### config.mk
export PLATFORM = sky130hd
export DESIGN_NAME = tile_lane
export DESIGN_NICKNAME = d
export VERILOG_FILES = /design/src/rtl/tile_lane.sv
export SDC_FILE = /design/constraint.sdc
export NUM_CORES = 1
export LEC_CHECK = 0
export CORE_ASPECT_RATIO = 0.7
export CORE_MARGIN = 1.5
export CORE_UTILIZATION = 40
export CTS_CLUSTER_DIAMETER = 150
export DETAILED_ROUTE_END_ITERATION = 8
export SYNTH_ARGS = -nofsm -noshare
export SYNTH_HDL_FRONTEND = slang
export SYNTH_SLANG_ARGS = --single-unit
### constraint.sdc
create_clock -name clk -period 6.3 [get_ports clk]
set_input_delay 1.89 -clock clk [delete_from_list [all_inputs] [get_ports clk]]
set_output_delay 1.89 -clock clk [all_outputs]
set_load 0.1 [all_outputs]
### src/rtl/tile_lane.sv
// tile_lane -- one falling-tile lane of a rhythm game.
//
// One tile falls down a vertical lane. The lane issues one pixel write per
// cycle to a shared frame-buffer arbiter. The tile is drawn once in full.
// It then moves down one row per step: the lane erases the top row, draws a
// new bottom row, and waits STEP_DIV cycles. A key press scores a hit when
// the tile is low enough, and a miss otherwise. A tile that reaches the
// screen bottom with no press also scores a miss. In every one of these
// cases the tile is cleared and a new tile is drawn at the top.
//
// Ports
//   clk            system clock, all state updates on the rising edge
//   reset          synchronous, active-high reset
//   grant          arbiter accepts the presented pixel this cycle
//   key            lane key, active-high level
//   req            pixel write request, decoded from state
//   X, Y, color    pixel being presented; they hold while the write stalls
//   state          FSM state encoding (see state_t)
//   start_y/end_y  current tile top and bottom rows
//   hit/miss       one-cycle score pulses, registered
//   hits/misses    score counters that saturate at 255
module tile_lane #(
  parameter logic [9:0]  X_START  = 10'd0,
  parameter logic [9:0]  X_END    = 10'd159,
  parameter logic [8:0]  TILE_H   = 9'd120,
  parameter logic [8:0]  SCREEN_H = 9'd480,
  parameter logic [25:0] STEP_DIV = 26'd5,
  parameter logic [8:0]  HIT_ZONE = 9'd360
) (
  input  logic       clk,
  input  logic       reset,
  input  logic       grant,
  input  logic       key,
  output logic       req,
  output logic [9:0] X,
  output logic [8:0] Y,
  output logic [2:0] color,
  output logic [2:0] state,
  output logic [8:0] start_y,
  output logic [8:0] end_y,
  output logic       hit,
  output logic       miss,
  output logic [7:0] hits,
  output logic [7:0] misses
);

  typedef enum logic [2:0] {
    DRAW_RECT   = 3'd0,
    ERASE_TOP   = 3'd1,
    DRAW_BOTTOM = 3'd2,
    DELAY       = 3'd3,
    CLEAR_TILE  = 3'd4
  } state_t;

  state_t      st;
  logic [25:0] counter;
  logic        key_prev;
  logic [8:0]  clear_end;

  logic commit;
  logic x_last;
  logic key_edge;

  // req and color are decoded from the state register alone, so they are
  // glitch-free with respect to grant and key.
  always_comb begin
    req   = (st != DELAY);
    color = ((st == ERASE_TOP) || (st == CLEAR_TILE)) ? 3'b000 : 3'b111;
  end

  assign state    = st;
  assign commit   = req && grant;
  assign x_last   = (X == X_END);
  assign key_edge = key && !key_prev;

  // NOTE: every register in this block uses non-blocking assignment. Each
  // branch then reads the values from before the edge, and the branch order
  // does not create hidden ordering between registers.
  always_ff @(posedge clk) begin
    if (reset) begin
      st        <= DRAW_RECT;
      X         <= X_START;
      Y         <= 9'd0;
      start_y   <= 9'd0;
      end_y     <= TILE_H - 9'd1;
      hit       <= 1'b0;
      miss      <= 1'b0;
      hits      <= 8'd0;
      misses    <= 8'd0;
      counter   <= 26'd0;
      key_prev  <= 1'b0;
      clear_end <= 9'd0;
    end else begin
      key_prev <= key;
      hit      <= 1'b0;
      miss     <= 1'b0;

      // A press overrides all normal progress, including a DELAY exit on
      // the same cycle. Only one score pulse results.
      if (key_edge && (st != CLEAR_TILE)) begin
        if (end_y >= HIT_ZONE) begin
          hit <= 1'b1;
          if (hits != 8'hFF) hits <= hits + 8'd1;
        end else begin
          miss <= 1'b1;
          if (misses != 8'hFF) misses <= misses + 8'd1;
        end
        // A press in DRAW_BOTTOM can leave row end_y+1 partly painted.
        // The clear therefore has to cover that row too.
        clear_end <= (st == DRAW_BOTTOM) ? end_y + 9'd1 : end_y;
        st        <= CLEAR_TILE;
        X         <= X_START;
        Y         <= start_y;
      end else begin
        unique case (st)
          DRAW_RECT: begin
            if (commit) begin
              if (x_last) begin
                X <= X_START;
                if (Y == end_y) begin
                  st <= ERASE_TOP;
                  Y  <= start_y;
                end else begin
                  Y <= Y + 9'd1;
                end
              end else begin
                X <= X + 10'd1;
              end
            end
          end

          ERASE_TOP: begin
            if (commit) begin
              if (x_last) begin
                st <= DRAW_BOTTOM;
                X  <= X_START;
                Y  <= end_y + 9'd1;
              end else begin
                X <= X + 10'd1;
              end
            end
          end

          DRAW_BOTTOM: begin
            if (commit) begin
              if (x_last) begin
                st      <= DELAY;
                X       <= X_START;
                start_y <= start_y + 9'd1;
                end_y   <= end_y + 9'd1;
                counter <= 26'd0;
              end else begin
                X <= X + 10'd1;
              end
            end
          end

          DELAY: begin
            if (counter == STEP_DIV - 26'd1) begin
              X <= X_START;
              Y <= start_y;
              if (end_y == SCREEN_H - 9'd1) begin
                // The tile has reached the screen bottom with no press.
                miss      <= 1'b1;
                if (misses != 8'hFF) misses <= misses + 8'd1;
                clear_end <= end_y;
                st        <= CLEAR_TILE;
              end else begin
                st <= ERASE_TOP;
              end
            end else begin
              counter <= counter + 26'd1;
            end
          end

          CLEAR_TILE: begin
            if (commit) begin
              if (x_last) begin
                X <= X_START;
                if (Y == clear_end) begin
                  st      <= DRAW_RECT;
                  Y       <= 9'd0;
                  start_y <= 9'd0;
                  end_y   <= TILE_H - 9'd1;
                end else begin
                  Y <= Y + 9'd1;
                end
              end else begin
                X <= X + 10'd1;
              end
            end
          end

          default: st <= DRAW_RECT;
        endcase
      end
    end
  end

endmodule

Word level (Yosys, flattened, before mapping). Cells that the tools add are included.

Reductions and logical operators: 25. Bitwise logic cells: 1. $lt $le $gt $ge: 1. Add/sub/neg operators: 7. Muxes and demuxes: 61. Eq/ne operators: 38.

Operator list (number): $mux 9 (23); $mux 26 (3); $pmux 26 s2 (1); $mux 8 (6); $mux 3 (14); $pmux 9 s2 (2); $pmux 9 s4 (1); $mux 10 (3); $add 9x1->9 const B (3); $add 26x1->26 const B (1); $eq 26x3->1 const B (1); $ne 2x2->1 const B (12); $reduce_and 11->1 (2); $ne 3x3->1 const B (7); $pmux 10 s2 (1); $eq 9x9->1 (2); $add 8x1->8 const B (2); $ne 8x8->1 const B (2); $ne 3x2->1 const B (5); $pmux 3 s5 (1); $reduce_bool 2->1 (6); $add 10x1->10 const B (1); $eq 10x8->1 const B (1); $eq 9x9->1 const B (1); other kinds (20) (32).

Logic and storage cells: 146. Input bits: 4. Output and inout bits: 62. Flip-flop bits (word level): 94.

Longest topological paths before layout.
Word-level depth: 6. Depth in mapped cells: 10.

Worst setup path after synthesis. OpenSTA, ideal clock, no wires.

Kind: register to output. From: register st[0], in the netlist state[0]. To: output color[1]. Stages on the path, launching flop included: 6. Path slack: 1.600 ns. Arrival: 2.810 ns. Cell sequence: dfxtp_1 > buf_4 > clkbuf_1 > nand2b_1 > a21o_1 > buf_4.

Cells in the longest elaborated chain, start to end: 3. Elaborated cells between the ends (all ways): 4. Classes of those cells: eq/ne: 2; mux: 1; reduce/logical: 1.

RTL lines: start: declaration (RTL line 55) `state_t st;`; start signal: assignment (RTL line 81) `st <= DRAW_RECT;`; start signal: assignment (RTL line 111) `st <= CLEAR_TILE;`; start signal: assignment (RTL line 121) `st <= ERASE_TOP;`; $eq 3x1->1 / $eq 3x3->1 (equally long branches) (RTL line 68) `color = ((st == ERASE_TOP) || (st == CLEAR_TILE)) ? 3'b000 : 3'b111;`; $logic_or 1x1->1 * (RTL line 68); $mux 3 * (RTL line 68); end: declaration (RTL line 37) `output logic [2:0] color,`.

Mark *: on every way between the ends. The rest lies on a longest branch, timed or not.

Worst setup path in the final report.
From: register st[2], in the netlist state[2]. To: output color[1].

Same word-level chain as after synthesis.

==> reports/results.tsv <==
stage	metric	value	unit
status	outcome	finished clean	
synthesis	synth-seq-cells	94	
worst_setup_path	critPathMaxStageDelay	1160	ps
worst_setup_path	crit_slowest_cell	clkdlybuf4s50_1	
power	pwr_density_cell	228	nW/um^2
placement	place.gp.congestion	0.889	
finish	fin_nets	741	
worst_setup_path	r2r_end	counter[25]$_SDFFE_PP0P_	
synthesis	synthTopCellsByArea	dfxtp_1 (34%), xnor2_1 (7.6%), nor2_1 (6.3%)	
synthesis	syn_inst	694	
timing	setup_tns	0	ps
synthesis	ys_seq_area_share	33.8	%
synthesis	synth_ff_type	dfxtp_1	
power	p_total	1.50	mW
cts	cts_resized	0	
worst_setup_path	rrSetupSlack	2890	ps
timing	rsz0062_at_grt	no	
global_routing	antenna_found_initial	0	
worst_setup_path	end_kind	output port	
synthesis	synth_area	5560	sq um
routing	viasPerCell	5.75	
worst_setup_path	path_max_fanout	18	
floorplanning	initial_core_util	41.6	%
global_routing	track_usage	22.1	%
worst_setup_path	crit_required	4410	ps
cts	clock_latency	340	ps
worst_setup_path	r2r_start	state[2]$_SDFFE_PP0P_	
routing	drtIter0Drc	485	
worst_setup_path	critPathLaunchType	flop	
routing	first_pass_iters	7	
timing	clock_skew	9.62	ps
finish	drive_gt1_share	4.92	%
synthesis	synthesis.nets	707	
worst_setup_path	cp.arrival	2750	ps
timing	drv_slew	0	
synthesis	yosys.area.top_type	dfxtp_1	
cts	h-tree-depth	3	
worst_setup_path	r2r_cells	6	
routing	drcViolationCount	0	
worst_setup_path	criticalPathCategory	reg2out	
timing	fin_crit_sh	73.6	%
cts	cts_max_path_buffers	2	
worst_setup_path	worst-path-stages	3	
cts	cts_tree	done	
worst_setup_path	cp_num_buf_inv	1	
job	drv_cap	0	
synthesis	yosysUniqueCellTypes	65	
placement	numPortBuffers	65	
synthesis	async_flop_share	0	%
routing	vias	5272	
cts	cts.sinks	94	
cts	postCtsHoldBufs	0	
placement	dp_hpwl	11300	um
routing	drtAntennaViolNets	0	
cts	clk_pin_slew_worst_paths	70	ps
routing	routedWlPerCell	17.3	um
finish	post-route-util	49.4	%
floorplanning	num_rows	35	
worst_setup_path	crit_family	buffers and inverters	
timing	period_needed	4640	ps
global_routing	grt_max_degree	30	
floorplanning	fp.coreArea	13400	sq um
global_routing	overflow	0	
synthesis	synth_common_cells	dfxtp_1 (94), nor2_1 (94), nand2_1 (56), xnor2_1 (48), nand3_1 (35)	
finish	nFillCells	1295	
cts	cts-root-buf	clkbuf_16	
floorplanning	die-area	14600	sq um
synthesis	synth-edff-count	0	
cts	cts_inserted_buffers	9	
floorplanning	ios	66	
routing	wl	15900	um
cts	cts_setup_buffers	0	
floorplanning	dieHeight	102	um
worst_setup_path	crit_chain	nand2b_1, a21o_1, clkdlybuf4s50_1	
floorplanning	die_x	144	um
power	p_leak	2.26	nW
global_routing	grt_pass1_wl	25200	um
worst_setup_path	startpoint	state[2]$_SDFFE_PP0P_	
worst_setup_path	crit_end	color[1]	
global_routing	grt_pass1_vias	4654	
finish	area_growth	18.7	%
timing	tightest_slew	1160	ps
timing	relSlewSlack	22.3	%
timing	finalHoldViolations	0	
finish	antennaDiodeCount	0	
power	irDropWorstVdd	150	uV
timing	max_freq	216	MHz
synthesis	yosys.area.top_type_share	33.8	%
timing	setup_viol_count_final	0	
synthesis	syn_area_per_cell	8.01	sq um
worst_hold_path	hold_path_class	reg2reg	
synthesis	synth_warnings	0	
[registers in the layout, summed over array words and instances (netlist names)]
signal     count
key_prev       1
start_y        9
clear_end      9
hit            1
misses         8
counter       26
hits           8
Y              9
end_y          9
X             10
miss           1
state          3
[where the power goes]
part           internal (mW)  switching [mW]  total, mW
combinational         0.0817           0.200      0.281
sequential             0.609          0.0291      0.638
clock                  0.346           0.238      0.583
[worst min path at each step]
stage | start | endpoint | cells after the start
3_5_place_dp | counter[20]$_SDFFE_PP0P_ | counter[20]$_SDFFE_PP0P_ | 2
2_1_floorplan | counter[20]$_SDFFE_PP0P_ | counter[20]$_SDFFE_PP0P_ | 2
3_3_place_gp | counter[20]$_SDFFE_PP0P_ | counter[20]$_SDFFE_PP0P_ | 2
5_1_grt | counter[20]$_SDFFE_PP0P_ | counter[20]$_SDFFE_PP0P_ | 2
4_1_cts | counter[20]$_SDFFE_PP0P_ | counter[20]$_SDFFE_PP0P_ | 2
6_report | counter[20]$_SDFFE_PP0P_ | counter[20]$_SDFFE_PP0P_ | 2
[cell usage in the layout (no fill, tap or decap), types with 21 or more instances in the layout]
| master | n |
|---|---|
| dfxtp_1 | 94 |
| nor2_1 | 94 |
| clkdlybuf4s50_1 | 65 |
| nand2_1 | 56 |
| xnor2_1 | 48 |
| nand3_1 | 35 |
| xor2_1 | 32 |
| nand4_1 | 30 |
| nor3_1 | 21 |
| o21ai_0 | 21 |
[metrics by stage]
step                      area (sq um)  hold slack, ps  worst slack, ps  cells
final                             6600             479             1660    917
after global routing              6600             495             1530    917
after detailed placement          6290             465             1590    902
after global placement            6290             467             1690    902
after CTS                         6600             477             1670    917
after floorplan                   5560             445             1600    694
[metal layers]
metal  vias to the layer above  global-route usage [%]  share of wire, %
li1                       2576                       -                 -
met1                      2465                    32.9                50
met2                       205                    32.4                42
met3                        26                    4.59               6.5
met4                         0                    5.34               1.9
met5                         -                       0                 0
[layout make-up]
cell class                 instances  area, sq um  share of cell area [%]
inverter                          11         41.3                   0.626
clock inverter                     6         87.6                    1.33
multi-input combinational        541         3440                    52.1
timing repair buffer              71          696                    10.5
sequential                        94         1880                    28.5
clock buffer                       9          225                    3.41
tap                              185          231                    3.51
[worst min-delay path, delay by kind of cell (launching register included)]
| family | cells | cell delay [ps] |
|---|---|---|
| flops | 1 | 330 |
| simple gates | 1 | 60 |
| compound gates | 1 | 50 |
[cells by family (layout without fill, tap and decap cells)]
| logic type | after synthesis | after routing | synth area share, % |
|---|---|---|---|
| compound gates | 117 | 117 | 15.0 |
| xor+xnor | 80 | 80 | 12.6 |
| fa+ha+maj | 9 | 9 | 2.03 |
| buf+inv | 59 | 97 | 4.52 |
| flops | 94 | 94 | 33.8 |
| mux | 9 | 9 | 1.67 |
| simple gates | 326 | 326 | 30.3 |
(Power assumes the default switching activity.)
==> patch 1: new RTL, config.mk and constraints unchanged <==
Reset style: asynchronous (`reset`), changed in one clocked block. Comments in the files are not updated.
--- a/src/rtl/tile_lane.sv
+++ b/src/rtl/tile_lane.sv
@@ -76,7 +76,7 @@
   // NOTE: every register in this block uses non-blocking assignment. Each
   // branch then reads the values from before the edge, and the branch order
   // does not create hidden ordering between registers.
-  always_ff @(posedge clk) begin
+  always_ff @(posedge clk or posedge reset) begin
     if (reset) begin
       st        <= DRAW_RECT;
       X         <= X_START;
Check against the original RTL: differs if reset is asserted again (counterexample within 4 cycles, from zero or initial values and one cycle with reset high); with reset held inactive, the same outputs for 4 cycles.
==> patch 1 against the original RTL <==
First-iteration DRC count increased by 9.3%; via count decreased by 3.0%; cell area increased by 3.3%; routed wire length decreased by 2.9%; register-to-register slack got worse by 0.07 ns; area after synthesis increased by 4.8%; synthesized cell count decreased by 3.6%; sequential cell count unchanged; worst setup slack got worse by 0.22 ns; core utilization decreased by 0.90 points; critical path type unchanged.
Power is not compared: it rests on default switching activity, and its combinational part moved more than twofold at a synthesized area within 25%.
==> patch 1: results (changes against the original RTL) <==
[clock_tree]
clock_latency_ns=0.35
clk_root_buffer_cell=clkbuf_16
htreeDepth=3  ; unchanged
clockBufferDepth=2  ; unchanged
post_cts_resized=0  ; unchanged

[yosys]
netlist-cell-type-count=68  ; +4.6%
asyncSetResetFlopFracSynth_pct=100.0  ; +100 points
synthTopCellsByArea=dfrtp_1 (38%), xor2_1 (5.6%), xnor2_1 (5.3%)
synth_nets=682  ; -3.5%
synth_warnings=0  ; unchanged
ys_seq_area_share_pct=40.51  ; +6.7 points
synth_commonest_cells=dfrtp_1 (88), nand2_1 (66), nor2_1 (66)

[global_route]
antenna_found_initial=0  ; unchanged
gr-usage-all-layers_pct=20.63  ; -1.5 points
grt_pass1_vias=4744  ; +1.9%
grt_pass1_wl_mm=25.44  ; +1.0%
overflow=0  ; unchanged
grt_max_degree=66  ; +120%

[timing]
worst_pin_slew_ns=1.160  ; +0.003420 ns
fin_worst_skew_ns=0.008637  ; -0.0009871 ns

[routing]
drt-initial-drc-count=530  ; +9.3%
num_vias=5114  ; -3.0%
wl_per_cell_um=17.20  ; -0.58%
first_pass_iters=5  ; -2

[power_and_ir_drop]
leakagePower_nw=2.776

[layout]
top_regs=counter: 26 flops, X: 10 flops
final_nets=714  ; -3.6%
fillCellCount=1352  ; +4.4%
layout-drive-gt1-share_pct=6.091  ; +1.2 points

[placed_design]
hpwl_mm=10.89  ; -3.3%
placed_area_sq_um=6535  ; +3.9%
place_ws_ns=1.487  ; -0.1048 ns
gp_congestion=0.8496  ; -4.4%

[run_status]
status=finished, final reports clean

[worst_setup_path]
critPathArrivalTime_ns=2.97  ; +0.22 ns
crit_path_max_incr_delay_ns=1.00  ; -0.16 ns
cp_max_fo=24  ; +6

[hold_path]
hold_path.class=register to register

==> patch 1: cell count changes in the layout (fill, tap and decap cells not counted), moves of 11 or more <==
cell	before	now
dfxtp_1	94	0
dfrtp_1	0	88
nor2_1	94	66
o21ai_0	21	34
xnor2_1	48	35
nand4_1	30	19
==> patch 1: cell families after synthesis <==
group | count (synthesis) | share of synthesized area [%]
flops | 94 | 40.51
fa+ha+maj | 9 | 1.933
xor+xnor | 72 | 10.82
mux | 9 | 1.611
buf+inv | 67 | 4.789
compound gates | 123 | 13.55
simple gates | 295 | 26.78
==> patch 1: path summary, 6_finish.rpt <==
path | depth (start not counted) | from | to | slack, ns
hold / removal | 1 | hits[5]$_DFFE_PP0P_ | hits[5]$_DFFE_PP0P_ | 0.50
min in group asynchronous | 2 | reset | counter[20]$_DFFE_PP0P_ | 2.07
setup / recovery | 3 | state[1]$_DFFE_PP0P_ | req | 1.44
max in group asynchronous | 3 | reset | end_y[6]$_DFFE_PP1P_ | 3.28
hold reg to reg | 1 | hits[5]$_DFFE_PP0P_ | hits[5]$_DFFE_PP0P_ | 0.50
setup reg to reg | 7 | state[1]$_DFFE_PP0P_ | misses[1]$_DFFE_PP0P_ | 2.82
==> patch 1: power groups by stage <==
stage | Clock (mW) | Combinational [mW] | Sequential (mW)
after floorplan | 0 | 0.358 | 1.27
after global placement | 0 | 1.04 | 0.825
after detailed placement | 0 | 1.04 | 0.825
after CTS | 0.543 | 1.05 | 0.815
after global routing | 0.570 | 1.09 | 0.832
final | 0.530 | 1.04 | 0.818
==> patch 1: layout make-up <==
cell class              instances  area share [%]
clock inverters                 6          0.6423
repair buffers                 68           9.873
well taps                     190           3.487
multi-input cells             508           46.74
inverters                      20           1.138
flip-flops and latches         94           34.61
clock buffers                  10           3.505
==> patch 1: layer usage <==
| layer | global-route usage (%) | vias to the layer above | wire [um] |
|---|---|---|---|
| li1 | - | 2422 | - |
| met1 | 32.05 | 2489 | 7878 |
| met2 | 29.41 | 187 | 6425 |
| met3 | 4.123 | 16 | 967 |
| met4 | 3.857 | 0 | 142 |
| met5 | 0 | - | 0 |
==> patch 1: through the flow <==
stage | instances | power, mW | utilization (%)
after detailed placement | 880 | 1.868 | 46.50
after global placement | 880 | 1.861 | 46.50
after CTS | 896 | 2.406 | 48.51
after floorplan | 669 | 1.626 | -
after global routing | 896 | 2.496 | 48.51
final | 896 | 2.391 | 48.51
==> patch 2: new RTL, same flow settings <==
Made on the original files. `X_END`: 10'd159 -> 10'd128.
--- a/src/rtl/tile_lane.sv
+++ b/src/rtl/tile_lane.sv
@@ -21,7 +21,7 @@
 //   hits/misses    score counters that saturate at 255
 module tile_lane #(
   parameter logic [9:0]  X_START  = 10'd0,
-  parameter logic [9:0]  X_END    = 10'd159,
+  parameter logic [9:0]  X_END    = 10'd128,
   parameter logic [8:0]  TILE_H   = 9'd120,
   parameter logic [8:0]  SCREEN_H = 9'd480,
   parameter logic [25:0] STEP_DIV = 26'd5,
Behaviour: no difference found for any inputs over 4 cycles, from zero or initial values and one cycle with reset high; that may be too few to reach the edited logic, so the function may still have changed.
==> patch 2 against the original RTL <==
Count of clock-buffer cells in the layout rose by 2; sequential cell count unchanged; area after synthesis down 4.2%; routed wire length down 10%; cell area is 4.3% lower; power fell by 11%; synthesized cell count down 7.8%; worst setup slack lost 0.035 ns; maximum frequency fell by 0.74%; largest cell class unchanged; largest power group unchanged; highest routed layer unchanged.
==> patch 2: results (changes against the original RTL) <==
[routing]
met3WireLength_mm=1.004  ; -2.6%
drt-initial-drc-count=336  ; -31%
wl_per_cell_um=16.73  ; -3.3%
met2WireLength_mm=5.789  ; -12%
drt-met1-wl_mm=7.320  ; -7.6%
num_vias=4802  ; -8.9%

[yosys]
synth_cells=640  ; -7.8%
ys_seq_area_share_pct=35.31  ; +1.5 points
netlist-cell-type-count=70  ; +7.7%
synthTopCellsByArea=dfxtp_1 (35%), xnor2_1 (6.9%), xor2_1 (6.2%)
synth_nets=654  ; -7.5%

[power_and_ir_drop]
peakVddDrop_mv=0.1379  ; -8.2%
leakagePower_nw=2.186  ; -3.3%
p_sw_share_pct=27.95  ; -3.1 points

[placed_design]
place_ws_ns=1.539  ; -0.05353 ns
placed_area_sq_um=6016  ; -4.3%
hpwl_mm=10.34  ; -8.3%
dp_cells=836  ; -7.3%
gp_congestion=0.8805  ; -0.92%

[layout]
final_nets=695  ; -6.2%
fillCellCount=1277  ; -1.4%
multi_input_area_sq_um=3171  ; -7.8%

[global_route]
grt_max_degree=28  ; -6.7%
grt_pass1_wl_mm=23.25  ; -7.7%
grt_util_met1_pct=31.05  ; -1.9 points
gr-usage-all-layers_pct=20.76  ; -1.4 points
use_met3_pct=5.296  ; +0.71 points

[worst_setup_path]
cp_max_fo=17  ; -1
critPathArrivalTime_ns=2.78  ; +0.03 ns
worstReg2RegEnd=start_y[4]$_SDFFE_PP0P_

[timing]
worst_pin_slew_ns=1.181  ; +0.02401 ns
fin_hold_ws_ns=0.4961  ; +0.01672 ns
fin_worst_skew_ns=0.01069  ; +0.001061 ns
final.setup.worst_slack_ns=1.626  ; -0.03454 ns

[run_status]
status=finished, final reports clean

[hold_path]
min_from=counter[1]$_SDFFE_PP0P_

==> patch 2: cell count changes after synthesis, sizes merged, moves of 7 or more <==
| cell | unedited run | this run |
|---|---|---|
| inv | 11 | 21 |
| nand2 | 56 | 47 |
| a31oi | 12 | 5 |
| nor2 | 94 | 85 |
| nor4 | 19 | 8 |
| a21oi | 20 | 31 |
| clkbuf | 33 | 20 |
==> patch 2: worst max-delay path, stage by stage, from the launching register on <==
cell and delay [ns]:
dfxtp_1 0.71, nand2b_1 0.33, a21o_1 0.24, clkdlybuf4s50_1 1.15
==> patch 2: worst max-delay path by stage <==
stage,startpoint,endpoint,depth (start not counted)
after floorplan,state[2]$_SDFFE_PP0P_,color[1],4
after global placement,key,start_y[6]$_SDFFE_PP0P_,7
after detailed placement,key,start_y[6]$_SDFFE_PP0P_,7
after CTS,state[2]$_SDFFE_PP0P_,color[0],3
after global routing,state[2]$_SDFFE_PP0P_,color[1],3
final,state[2]$_SDFFE_PP0P_,color[0],3
==> patch 2: area by class of cell <==
class                      instances  share of cell area, %
sequential                        94                  29.79
clock buffer                      11                  3.685
inverter                          22                  1.307
timing repair buffer              68                  10.66
clock inverter                     5                  1.070
multi-input combinational        486                  50.20
tap                              166                  3.288
==> patch 2: logic make-up after synthesis <==
| group | share of synthesized area, % |
|---|---|
| AOI/OAI and AO/OA | 14.11 |
| xor gates and xnor gates | 13.15 |
| adders and majority gates | 2.348 |
| buffers and inverters | 5.306 |
| DFF | 35.31 |
| muxes | 0.7748 |
| and+or+nand+nor | 29.00 |
==> patch 2: power by group through the flow <==
stage	clock network (mW)	logic [mW]	registers (mW)
3_5_place_dp	0	0.150	0.633
2_1_floorplan	0	0.0842	0.663
6_report	0.562	0.150	0.620
3_3_place_gp	0	0.149	0.633
5_1_grt	0.598	0.160	0.621
4_1_cts	0.574	0.150	0.619
